===== src/rtl/bl_sample_stream_fifo.sv =====
// rtl/bl_sample_stream_fifo.sv - timestamped sample record FIFO with two-word host read serialiser
module bl_sample_stream_fifo #(
    parameter int          FIFO_ADDR_WIDTH = 4,
    parameter logic [7:0]  SYNC_BYTE       = 8'hB1,
    parameter int          DATA_IN_WIDTH   = 32,
    // Timestamp value loaded on reset; 0 in normal use
    parameter logic [31:0] TS_INIT         = 32'h0000_0000
) (
    input  logic                       clk,
    input  logic                       rst_n,
    input  logic                       enable,
    input  logic [DATA_IN_WIDTH-1:0]   sample_in,
    input  logic                       sample_stb,
    input  logic                       rd_en,
    output logic [31:0]                dout,
    output logic                       dout_valid,
    output logic [FIFO_ADDR_WIDTH+1:0] words_avail,
    output logic                       overflow,
    output logic [15:0]                drop_cnt,
    output logic                       underflow,
    input  logic                       clr_flags
);

    localparam int AW    = FIFO_ADDR_WIDTH;
    localparam int DEPTH = 1 << AW;
    localparam logic [AW:0] FULL_COUNT = {1'b1, {AW{1'b0}}};

    logic [31:0]   ts;
    logic [AW-1:0] wr_ptr;
    logic [AW-1:0] rd_ptr;
    logic [AW:0]   rec_count;
    logic          phase;

    logic [23:0]   mem_data [DEPTH];
    logic [31:0]   mem_ts   [DEPTH];

    logic          full;
    logic          push_req;
    logic          push;
    logic          drop;
    logic          rd_ok;
    logic          rd_empty;
    logic          pop;
    logic          phase_nxt;
    logic [AW:0]   rec_count_nxt;
    logic [AW+1:0] words_nxt;
    logic [31:0]   head_word;

    // Upper sample bits carry no payload
    logic unused_sample_bits;
    assign unused_sample_bits = &{1'b0, sample_in[DATA_IN_WIDTH-1:24]};

    // Push/pop decisions all use the state as it stood before this edge
    always_comb begin
        full          = (rec_count == FULL_COUNT);
        push_req      = sample_stb & enable;
        push          = push_req & ~full;
        drop          = push_req & full;
        rd_empty      = (words_avail == '0);
        rd_ok         = rd_en & ~rd_empty;
        pop           = rd_ok & phase;
        phase_nxt     = phase ^ rd_ok;
        rec_count_nxt = rec_count;
        if (push && !pop) begin
            rec_count_nxt = rec_count + 1'b1;
        end else if (!push && pop) begin
            rec_count_nxt = rec_count - 1'b1;
        end
        words_nxt     = {rec_count_nxt, 1'b0} - {{(AW+1){1'b0}}, phase_nxt};
        head_word     = phase ? mem_ts[rd_ptr] : {SYNC_BYTE, mem_data[rd_ptr]};
    end

    // Record storage, written on accepted pushes, never reset
    always_ff @(posedge clk) begin
        if (push) begin
            mem_data[wr_ptr] <= sample_in[23:0];
            mem_ts[wr_ptr]   <= ts;
        end
    end

    // Timestamp, pointers, occupancy and read phase
    always_ff @(posedge clk or negedge rst_n) begin
        if (!rst_n) begin
            ts          <= TS_INIT;
            wr_ptr      <= '0;
            rd_ptr      <= '0;
            rec_count   <= '0;
            phase       <= 1'b0;
            words_avail <= '0;
        end else begin
            ts          <= ts + 32'd1;
            rec_count   <= rec_count_nxt;
            phase       <= phase_nxt;
            words_avail <= words_nxt;
            if (push) begin
                wr_ptr <= wr_ptr + 1'b1;
            end
            if (pop) begin
                rd_ptr <= rd_ptr + 1'b1;
            end
        end
    end

    // Read data register: loads only on a successful read, otherwise holds
    always_ff @(posedge clk or negedge rst_n) begin
        if (!rst_n) begin
            dout       <= '0;
            dout_valid <= 1'b0;
        end else begin
            dout_valid <= rd_ok;
            if (rd_ok) begin
                dout <= head_word;
            end
        end
    end

    // Sticky debug flags and drop counter; a new event beats a same-cycle clear
    always_ff @(posedge clk or negedge rst_n) begin
        if (!rst_n) begin
            overflow  <= 1'b0;
            underflow <= 1'b0;
            drop_cnt  <= '0;
        end else begin
            if (drop) begin
                overflow <= 1'b1;
            end else if (clr_flags) begin
                overflow <= 1'b0;
            end
            if (rd_en && rd_empty) begin
                underflow <= 1'b1;
            end else if (clr_flags) begin
                underflow <= 1'b0;
            end
            if (clr_flags) begin
                drop_cnt <= drop ? 16'd1 : 16'd0;
            end else if (drop && drop_cnt != 16'hFFFF) begin
                drop_cnt <= drop_cnt + 16'd1;
            end
        end
    end

endmodule


===== config.mk =====
export PLATFORM = sky130hd
export DESIGN_NAME = bl_sample_stream_fifo
export DESIGN_NICKNAME = d
export VERILOG_FILES = /design/src/rtl/bl_sample_stream_fifo.sv
export SDC_FILE = /design/constraint.sdc
export NUM_CORES = 1
export LEC_CHECK = 0
export ABC_AREA = 1
export ABC_CLOCK_PERIOD_IN_PS = 8100
export CELL_PAD_IN_SITES_DETAIL_PLACEMENT = 1
export CELL_PAD_IN_SITES_GLOBAL_PLACEMENT = 2
export CORE_MARGIN = 4
export CORE_UTILIZATION = 40
export CTS_BUF_LIST = sky130_fd_sc_hd__clkbuf_4 sky130_fd_sc_hd__clkbuf_8
export CTS_CLUSTER_SIZE = 25
export DETAILED_ROUTE_END_ITERATION = 12
export PLACE_DENSITY = 0.73
export SYNTH_ARGS = -nofsm -noshare
export SYNTH_HDL_FRONTEND = slang
export SYNTH_SLANG_ARGS = --single-unit

===== constraint.sdc =====
create_clock -name clk -period 8.1 [get_ports clk]
set_input_delay 1.215 -clock clk [delete_from_list [all_inputs] [get_ports clk]]
set_output_delay 1.215 -clock clk [all_outputs]
set_load 0.01 [all_outputs]

# Word-level counts from Yosys, hierarchy flattened
# Memory sizes are Yosys's and may differ from the RTL's.
# Cells that the tools add are included.
totals:
  inputBits: 38
  reg_bits: 103
  output_inout_bits: 57
  n_memories: 2
  ram_bits: 896
op_classes:
  add_sub_neg: 7
  mux: 11
  n_bitwise: 8
  n_reduce_logical: 10
  eq_ne: 2
mem_list:
  columns: ["name", "depth", "word_bits", "read_ports", "rd_clocked_by_memory_dff", "write_ports", "line_no", "rtl"]
  rows:
  - ["mem_ts", 16, 32, 1, 0, 1, "35", "logic [31:0] mem_ts [DEPTH];"]
  - ["mem_data", 16, 24, 1, 0, 1, "34", "logic [23:0] mem_data [DEPTH];"]
op_table:
  columns: ["op", "n"]
  rows:
  - ["$add A32 B1 Y32 const B", 1]
  - ["$mux W16", 2]
  - ["$mux W32", 1]
  - ["$add A16 B1 Y16 const B", 1]
  - ["$ne A16 B16 Y1 const B", 1]
  - ["$mux W5", 2]
  - ["$add A4 B1 Y4 const B", 2]
  - ["$logic_not A6 Y1", 1]
  - ["$mux W1", 6]
  - ["$reduce_bool A2 Y1", 3]
  - ["$sub A6 B1 Y6", 1]
  - ["$add A5 B1 Y5 const B", 1]
  - ["$and A1 B1 Y1", 5]
  - ["$eq A5 B5 Y1 const B", 1]
  - ["$sub A5 B1 Y5 const B", 1]
  - ["$logic_and A1 B1 Y1", 4]
  - ["$logic_not A1 Y1", 2]
  - ["$not A1 Y1", 2]
  - ["$xor A1 B1 Y1", 1]

# Logic depth before layout (Yosys ltp)
# Gate-level depths: netlist (run 1).
logic_depth:
  word_depth: 8
  depth_mapped: 14
  mapped_depth_nobuf: 14

# Worst setup path after synthesis (run 1)
# Ideal clock, no wire load.
synth_path:
  path_type: "input-to-reg"
  start: "input port sample_stb"
  end: "memory mem_data[11][0], enable pin"
  arrival_time_ps: 4207
  slack_ps: 3423
  path_stages: 6
  cell_sequence: "nand2_1 -> inv_1 -> nand2_2 -> inv_1 -> nand2_1 -> nor2_1"
synth_via:
  elab_chain_cells: 4
synth_lines:
  columns: ["item", "line_no", "rtl"]
  rows:
  - ["start, declared", "13", "input logic sample_stb,"]
  - ["$and A1 B1 Y1", "56", "push_req = sample_stb & enable;"]
  - ["$and A1 B1 Y1", "57", "push = push_req & ~full;"]
  - ["$mux W1", "75", "if (push) begin"]
  - ["$mux W1 (not written as such)", "76", "mem_data[wr_ptr] <= sample_in[23:0];"]
  - ["end, declared", "34", null]
# Every way passes these cells.

# Worst setup path after layout (run 1)
layout_path:
  start: "input port enable"
  end: "memory mem_data[7][17], enable pin"
layout_via:
  elab_chain_cells: 4
layout_lines:
  columns: ["item", "line_no", "rtl"]
  rows:
  - ["start, declared", "11", "input logic enable,"]
  - ["$and A1 B1 Y1", "56", null]
  - ["$and A1 B1 Y1", "57", null]
  - ["$mux W1", "75", null]
  - ["$mux W1 (not written as such)", "76", null]
# Every way passes these cells.

==> results of run 1 <==
-- placed cells by master (no fill, tap or decap), types with 35 or more instances in the layout --
master / netlist / routed
edfxtp_1: 896 / 896
nand3_1: 170 / 170
clkbuf_4: 0 / 66
inv_1: 76 / 74
buf_4: 12 / 36
nor2_1: 681 / 663
clkdlybuf4s50_1: 0 / 85
o21ai_0: 466 / 466
clkinv_1: 1 / 42
nand2_1: 243 / 242
clkbuf_8: 0 / 182
xor2_1: 35 / 35
dfrtp_1: 102 / 98
o211ai_1: 207 / 207
-- registers in the layout (all words and copies together) (netlist names) --
name         count
mem_ts         512
mem_data       384
dout            32
ts              32
drop_cnt        16
words_avail      6
rec_count        5
rd_ptr           4
wr_ptr           4
dout_valid       1
overflow         1
underflow        1
-- worst register-to-register path, stage by stage, from the launching register on --
cell and delay, ps:
dfrtp_1 380, nor4_1 380, nand2_1 110, nand2_2 840
inv_1 340, ha_1 490, inv_1 230, nand3_2 200
or2_2 330, nand2_1 70, nand2_1 80, o21ai_0 170
nand2_1 70
-- logic make-up (layout without fill, tap and decap cells) --
kind of cell,Yosys count,in the layout,synth area share
and+or+nand+nor,1156,1156,0.117
DFF,998,998,0.735
AOI/OAI and AO/OA,716,716,0.104
buffers and inverters,277,512,0.0303
xor gates and xnor gates,43,43,0.00940
adders and majority gates,11,11,0.00344
other,0,2,0
-- path summary, 6_finish.rpt --
check,cells after the start,slack (ps),endpoint,startpoint
min in group clk,2,480,dout[27],dout[27]
hold reg to reg,2,480,dout[27],dout[27]
hold / removal,1,310,dout[4],rst_n
max in group asynchronous,2,6300,rd_ptr[3],rst_n
setup reg to reg,12,4310,words_avail[4],words_avail[3]
setup / recovery,8,4140,mem_data[7][17],enable
-- metal layers --
| metal | wire, um | share of wire |
|---|---|---|
| met5 | 10 | 0.000086 |
| met4 | 2540 | 0.022 |
| met3 | 4920 | 0.042 |
| met2 | 57300 | 0.49 |
| met1 | 52000 | 0.45 |
-- power groups by stage --
stage | sequential [mW] | combinational, mW | clock, mW
3_3_place_gp | 6.39 | 4.31 | 0
5_1_grt | 6.34 | 4.95 | 4.78
4_1_cts | 6.31 | 4.51 | 4.51
6_report | 6.31 | 4.47 | 4.40
3_5_place_dp | 6.42 | 4.49 | 0
2_1_floorplan | 6.26 | 2.91 | 0
-- layout make-up --
| class | count | share of cell area |
|---|---|---|
| tap | 1287 | 0.0354 |
| inverter | 79 | 0.00675 |
| sequential | 998 | 0.649 |
| multi-input combinational | 1926 | 0.210 |
| antenna | 2 | 0.000110 |
| clock inverter | 60 | 0.00699 |
| clock buffer | 248 | 0.0660 |
| timing repair buffer | 125 | 0.0262 |
-- metrics by stage --
step                      power (mW)  cell area [um^2]  instances  hold WS (ps)
after floorplan                 9.17             40100       3201           515
after global placement          10.7             42100       4415           467
after detailed placement        10.9             42100       4415           469
after CTS                       15.3             45400       4723           244
after global routing            16.1             45400       4725           257
final                           15.2             45400       4725           315
==> metrics.cfg, run 1 <==
[synthesis]
synth-edff-count = 896
synth_nets = 3250
avgSynthCellArea_um2 = 12.5
synth_top_area_frac = 0.672
ys_types = 36
yosysMostFrequentCell = edfxtp_1
ys.flop_type = edfxtp_1
synth-async-reset-ratio = 0.102
postSynthCellCount = 3201
synth-seq-cells = 998
syn-cell-area_um2 = 40100
ys_top_cells_by_area = edfxtp_1, nor2_1, dfrtp_1
synth-seq-area-share = 0.735
synth_top_area_cell = edfxtp_1
synth_warnings = 0
netlist_top_cells_count = edfxtp_1, nor2_1, o21ai_0, nand2_1, o211ai_1

[final_layout]
multiInputGateArea_um2 = 9530
drive_gt1_frac = 0.101
post-route-util = 0.460
seq_area_um2 = 29500
fillers = 10200
area_growth_pct = 13.4
final_nets = 3344

[timing]
max_freq_mhz = 253
setup_slack_ps = 4140
slew-limit-headroom = 0.213
min_period_ps = 3960
finalHoldViolations = 0
setup_violations = 0
rsz0062_at_grt = no
fin_setup_tns_ps = 0
fin_skew_ps = 37.1
fin_crit_sh = 0.488
slew_viol_final = 0
worstMarginPinSlew_ps = 1180

[critical_path]
cp_cell_sequence = clkdlybuf4s50_1 -> nand2_1 -> inv_1 -> nand2_2 -> inv_1 -> nand2_1 -> nor2_4 -> buf_4
crit_fanout = 38
required_ps = 8510
crit_arrival_ps = 4360
crit_slowest_cell = buf_4
critPathBufInv = 4
cpPeakStageDelay_ps = 820
critPathKind = in2reg
start_kind = input port
crit_family = buffers and inverters
crit_path_end_kind = flop

[job]
cap_viol_max_count = 0

[floorplan]
dieArea_um2 = 105000
start_util = 0.405
core_area_um2 = 98900
die_h_um = 324
die_x_um = 324
ioPinCount = 95
num_rows = 115

[power_and_ir_drop]
p_leak_nw = 14.5
switchingPower_mw = 5.54
switching_share = 0.365
combPwrFrac = 0.294
power_density_nw_per_um2 = 334
internal_power_mw = 9.63
p_clk_frac = 0.290
power_frac_seq = 0.416
vdd_drop_max_uv = 241

[hold_path]
hold_path.class = in2async

[global_routing]
grt_pass1_vias = 28400
antenna_found_initial = 5
grt_max_degree = 235
track_usage = 0.220
met1_usage = 0.292
grt_use_met3 = 0.0371
grt-ovfl-total = 0
grt_pass1_wl_um = 176000
grt-busiest-layer = met2
global_route.usage.met2 = 0.374

[cts]
clock_latency_ps = 820
ctsResizeCount = 0
postCtsSetupBuffers = 0
cts_max_level = 4
cts_tree = built
hold_buffers = 0
clock_path_buffers = 3
clkSinkCount = 998
cts_buffers = 165
clk_pin_slew_ps = 60
root_buffer = clkbuf_8

[detailed_routing]
vias = 26300
drtPass1Iterations = 5
drt_first_iter_violations = 2209
ant_nets = 0
wl_per_cell_um = 24.7
via_per_inst = 5.57
drt-total-wl_um = 117000
drc = 0

[status]
status = completed

[placed_design]
pre_cts_ws_ps = 3270
hpwl_um = 60100
place.gp.congestion = 0.799
place.port_buffers = 86

(Power assumes the default switching activity.)
==> inputs of run 2 (changes only) <==
--- a/config.mk
+++ b/config.mk
@@ -6,7 +6,7 @@
 export NUM_CORES = 1
 export LEC_CHECK = 0
 export ABC_AREA = 1
-export ABC_CLOCK_PERIOD_IN_PS = 8100
+export ABC_CLOCK_PERIOD_IN_PS = 3400
 export CELL_PAD_IN_SITES_DETAIL_PLACEMENT = 1
 export CELL_PAD_IN_SITES_GLOBAL_PLACEMENT = 2
 export CORE_MARGIN = 4
@@ -14,7 +14,7 @@
 export CTS_BUF_LIST = sky130_fd_sc_hd__clkbuf_4 sky130_fd_sc_hd__clkbuf_8
 export CTS_CLUSTER_SIZE = 25
 export DETAILED_ROUTE_END_ITERATION = 12
-export PLACE_DENSITY = 0.73
+export PLACE_DENSITY = 0.76
 export SYNTH_ARGS = -nofsm -noshare
 export SYNTH_HDL_FRONTEND = slang
 export SYNTH_SLANG_ARGS = --single-unit
==> constraint.sdc (replaced) <==
create_clock -name clk -period 3.4 [get_ports clk]
set_input_delay 0.51 -clock clk [delete_from_list [all_inputs] [get_ports clk]]
set_output_delay 0.51 -clock clk [all_outputs]
set_load 0.01 [all_outputs]
==> metrics.cfg, run 2 (same netlist as run 1, synthesis figures left out) <==
[global_routing]
track_usage = 0.217
grt_pass1_wl_um = 176000
grt_pass1_vias = 28600
grt-ovfl-total = 0
grt_max_degree = 187
antenna_found_initial = 1

[detailed_routing]
vias = 26500
via_per_inst = 5.56
drt_first_iter_violations = 2141
ant_nets = 0
drt-total-wl_um = 115000
drc = 0
wl_per_cell_um = 24.1
drtPass1Iterations = 5

[power_and_ir_drop]
switching_share = 0.361
power_frac_seq = 0.407
internal_power_mw = 23.5
p_leak_nw = 14.9
vdd_drop_max_uv = 628
p_clk_frac = 0.288
switchingPower_mw = 13.3
combPwrFrac = 0.306
power_density_nw_per_um2 = 795

[critical_path]
crit_fanout = 21
start_kind = flop
rr_worst_depth = 10
required_ps = 3890
critPathKind = reg2reg
crit_arrival_ps = 3280
crit_path_end_kind = flop

[floorplan]
die_h_um = 324
ioPinCount = 95
core_area_um2 = 98900
die_x_um = 324
num_rows = 115
start_util = 0.405
dieArea_um2 = 105000

[cts]
postCtsSetupBuffers = 0
cts_tree = built
cts_buffers = 163
clk_pin_slew_ps = 60
clock_latency_ps = 830
clkSinkCount = 998
cts_max_level = 4
root_buffer = clkbuf_8
clock_path_buffers = 3

[final_layout]
top_regs = mem_ts (512), mem_data (384)
final_cell_mix = edfxtp_1, nor2_1, o21ai_0
top_register = mem_ts
final_area_um2 = 46300
final_common_cell = edfxtp_1
fillers = 10100
largest_reg_flops = 512
drive_gt1_frac = 0.111
area_growth_pct = 15.6
fin_cells = 4764
final_nets = 3387

[placed_design]
place_area_um2 = 43000
place.port_buffers = 86
placed_cells = 4459
place.gp.congestion = 0.792
hpwl_um = 63900

[timing]
worstMarginPinSlew_ps = 875
finalHoldViolations = 0
fin_worst_hold_slack_ps = 305
rsz0062_at_grt = no
min_period_ps = 2790
slew_viol_final = 0
max_freq_mhz = 359
fin_crit_sh = 0.820
fin_skew_ps = 29.0
setup_violations = 0
slew-limit-headroom = 0.417

[hold_path]
hold_path.class = in2async

[job]
cap_viol_max_count = 0

[status]
status = completed

==> run 2: changes by cell type in the layout (fill, tap and decap cells not counted), moves of 2 or more <==
cell,before,now
clkbuf_8,182,175
buf_12,3,47
clkinv_8,3,1
inv_6,2,6
clkbuf_4,66,62
bufinv_16,0,4
==> run 2: area by class of cell <==
cell class / count / area, um^2 / area share
inverters: 79 / 307 / 0.00662
clock buffers: 237 / 2870 / 0.0620
clock inverters: 65 / 440 / 0.00951
repair buffers: 170 / 2080 / 0.0450
diodes: 2 / 5.00 / 0.000108
well taps: 1287 / 1610 / 0.0348
flip-flops and latches: 998 / 29500 / 0.636
multi-input cells: 1926 / 9530 / 0.206
==> run 2: stage by stage <==
stage	worst slack, ps	power (mW)	util	setup TNS (ps)
floorplan	-697	21.8	-	-389490
global placement	423	26.1	0.435	0
detailed placement	316	26.6	0.435	0
CTS	593	37.3	0.469	0
global route	452	39.1	0.469	0
finish	612	36.8	0.469	0
==> run 2: repair_timing <==
item | CTS | global route
hold buffers | 1 | 0
hold endpoints to repair | 64 | 0
resized for setup | 0 | 0
endpoints found under the setup margin | 0 | 0
==> run 2: power by group through the flow <==
stage | clock network (mW) | logic (mW) | registers (mW)
floorplan | 0 | 6.95 | 14.9
global placement | 0 | 11.0 | 15.2
detailed placement | 0 | 11.4 | 15.2
CTS | 10.9 | 11.4 | 15.0
global route | 11.5 | 12.5 | 15.1
finish | 10.6 | 11.3 | 15.0
==> run 2: final timing paths <==
kind,startpoint,to,slack (ps)
worst min-delay path,rst_n,drop_cnt[4],310
worst min register to register,dout[30],dout[30],490
max in group asynchronous,rst_n,overflow,2390
worst max-delay path,rec_count[0],mem_data[13][10],610
worst max register to register,rec_count[0],mem_data[13][10],610
min in group clk,enable,overflow,390
==> run 2: worst max-delay path, cell delays in order, from the launching register on <==
cell and delay, ps:
dfrtp_1 440, inv_1 110, ha_1 210, nand2_1 60, inv_1 50, nand2_2 140, nand2_2 160, inv_1 220
nand2_1 290, nor2_4 480, buf_12 280
==> run 2: routing by layer <==
metal	vias to the layer above	track usage	wire length, um
met3	202	0.0375	5590
met1	13700	0.291	50500
met4	0	0.0646	2640
met2	677	0.366	56200
met5	-	0	0
li1	11900	-	-
==> inputs of run 3 (changes only) <==
--- a/config.mk
+++ b/config.mk
@@ -6,7 +6,7 @@
 export NUM_CORES = 1
 export LEC_CHECK = 0
 export ABC_AREA = 1
-export ABC_CLOCK_PERIOD_IN_PS = 3400
+export ABC_CLOCK_PERIOD_IN_PS = 2800
 export CELL_PAD_IN_SITES_DETAIL_PLACEMENT = 1
 export CELL_PAD_IN_SITES_GLOBAL_PLACEMENT = 2
 export CORE_MARGIN = 4
@@ -14,7 +14,7 @@
 export CTS_BUF_LIST = sky130_fd_sc_hd__clkbuf_4 sky130_fd_sc_hd__clkbuf_8
 export CTS_CLUSTER_SIZE = 25
 export DETAILED_ROUTE_END_ITERATION = 12
-export PLACE_DENSITY = 0.76
+export PLACE_DENSITY = 0.73
 export SYNTH_ARGS = -nofsm -noshare
 export SYNTH_HDL_FRONTEND = slang
 export SYNTH_SLANG_ARGS = --single-unit
==> constraint.sdc (replaced) <==
create_clock -name clk -period 2.8 [get_ports clk]
set_input_delay 0.42 -clock clk [delete_from_list [all_inputs] [get_ports clk]]
set_output_delay 0.42 -clock clk [all_outputs]
set_load 0.01 [all_outputs]
==> metrics.cfg, run 3 (same netlist as run 1, synthesis figures left out) <==
[cts]
cts_tree = built
clock_latency_ps = 830
clk_pin_slew_ps = 60
ctsResizeCount = 0
cts_buffers = 170
root_buffer = clkbuf_8
hold_buffers = 1
clkSinkCount = 998
postCtsSetupBuffers = 0
cts_max_level = 4
clock_path_buffers = 3

[timing]
setup_violations = 0
min_period_ps = 2560
max_freq_mhz = 391
slew-limit-headroom = 0.502
fin_worst_hold_slack_ps = 129
worstMarginPinSlew_ps = 746
finalHoldViolations = 0
fin_skew_ps = 35.3
setup_slack_ps = 242
rsz0062_at_grt = no
fin_crit_sh = 0.913
slew_viol_final = 0

[power_and_ir_drop]
p_leak_nw = 15.2
power_mw = 45.1
power_density_nw_per_um2 = 960
switchingPower_mw = 16.2
vdd_drop_max_uv = 725
internal_power_mw = 28.9
p_clk_frac = 0.292
combPwrFrac = 0.309
switching_share = 0.359
power_frac_seq = 0.399

[final_layout]
fin_cells = 4827
final_common_cell = edfxtp_1
area_growth_pct = 17.2
final_nets = 3449
top_regs = mem_ts (512), mem_data (384)
final_cell_mix = edfxtp_1, nor2_1, o21ai_0
drive_gt1_frac = 0.129
largest_reg_flops = 512
top_register = mem_ts

[detailed_routing]
drtPass1Iterations = 5
via_per_inst = 5.52
drt-total-wl_um = 117000
vias = 26700
ant_nets = 0
drc = 0
wl_per_cell_um = 24.3
drt_first_iter_violations = 1948

[placed_design]
place.gp.congestion = 0.784
placed_cells = 4514
place.port_buffers = 86
hpwl_um = 67700
pre_cts_ws_ps = 116

[critical_path]
required_ps = 3510
critPathKind = reg2reg
crit_path_end_kind = flop
crit_arrival_ps = 3270
start_kind = flop
crit_fanout = 12

[job]
cap_viol_max_count = 0

[floorplan]
start_util = 0.405
die_x_um = 324
ioPinCount = 95
core_area_um2 = 98900
num_rows = 115
dieArea_um2 = 105000
die_h_um = 324

[hold_path]
hold_path.class = in2async

[status]
status = completed

[global_routing]
grt_pass1_vias = 28600
antenna_found_initial = 1
grt_pass1_wl_um = 178000
grt_max_degree = 153
grt-ovfl-total = 0
track_usage = 0.220

## run 3: cell count changes in the layout (fill, tap and decap cells not counted)
cell        delta
clkinv_2       +8
clkbuf_4       +2
diode_2        -1
dfrtp_2        -1
clkinv_1       -6
buf_12        +11
inv_12         -1
clkbuf_8       +6
inv_6          -2
buf_4         +44
dfrtp_4        +1
clkinvlp_4     +2
## run 3: cell type report
type,instances,area (um^2)
Clock inverter,66,439
Antenna cell,1,2.50
Clock buffer,245,2970
Fill cell,10100,51900
Tap cell,1287,1610
Timing Repair Buffer,225,2630
Multi-Input combinational cell,1926,9530
Sequential cell,998,29500
Inverter,79,307
## run 3: final timing paths
| check | startpoint | to | slack, ps | cells after the start |
|---|---|---|---|---|
| hold reg to reg | dout[27] | dout[27] | 490 | 2 |
| setup reg to reg | drop_cnt[0] | drop_cnt[6] | 240 | 9 |
| hold / removal | rst_n | dout[5] | 130 | 2 |
| setup / recovery | drop_cnt[0] | drop_cnt[6] | 240 | 9 |
| max in group asynchronous | rst_n | drop_cnt[0] | 1900 | 3 |
| min in group clk | enable | overflow | 280 | 3 |
## run 3: stage by stage
stage / utilization / setup TNS (ps) / area [um^2]
4_1_cts: 0.475 / 0 / 47000
6_report: 0.475 / 0 / 47000
2_1_floorplan: - / -343810 / 40100
3_3_place_gp: 0.440 / 0 / 43500
5_1_grt: 0.475 / 0 / 47000
3_5_place_dp: 0.440 / 0 / 43500
## run 3: power groups by stage
stage	clock, mW	sequential [mW]	combinational (mW)
finish	13.2	18.0	13.9
global route	14.2	18.1	15.4
CTS	13.5	18.0	14.1
detailed placement	0	18.3	14.1
global placement	0	18.2	13.6
floorplan	0	18.1	8.46
## run 3: worst max-delay path, cell delays in order, from the launching register on
cell and delay, ps:
dfrtp_1 400, ha_1 220, nand3_1 100, nor3_1 360
nand3_1 120, nand2_1 390, clkinv_1 410, nand3_1 170
nand2_1 70, a21oi_1 220
## run 3: metal layers
| metal | vias to the layer above | share of wire | global-route usage | wire [um] |
|---|---|---|---|---|
| met5 | - | 0 | 0 | 0 |
| met4 | 0 | 0.018 | 0.0594 | 2100 |
| met3 | 168 | 0.034 | 0.0316 | 3960 |
| met2 | 524 | 0.51 | 0.380 | 59200 |
| met1 | 13900 | 0.44 | 0.292 | 51900 |
| li1 | 12000 | - | - | - |
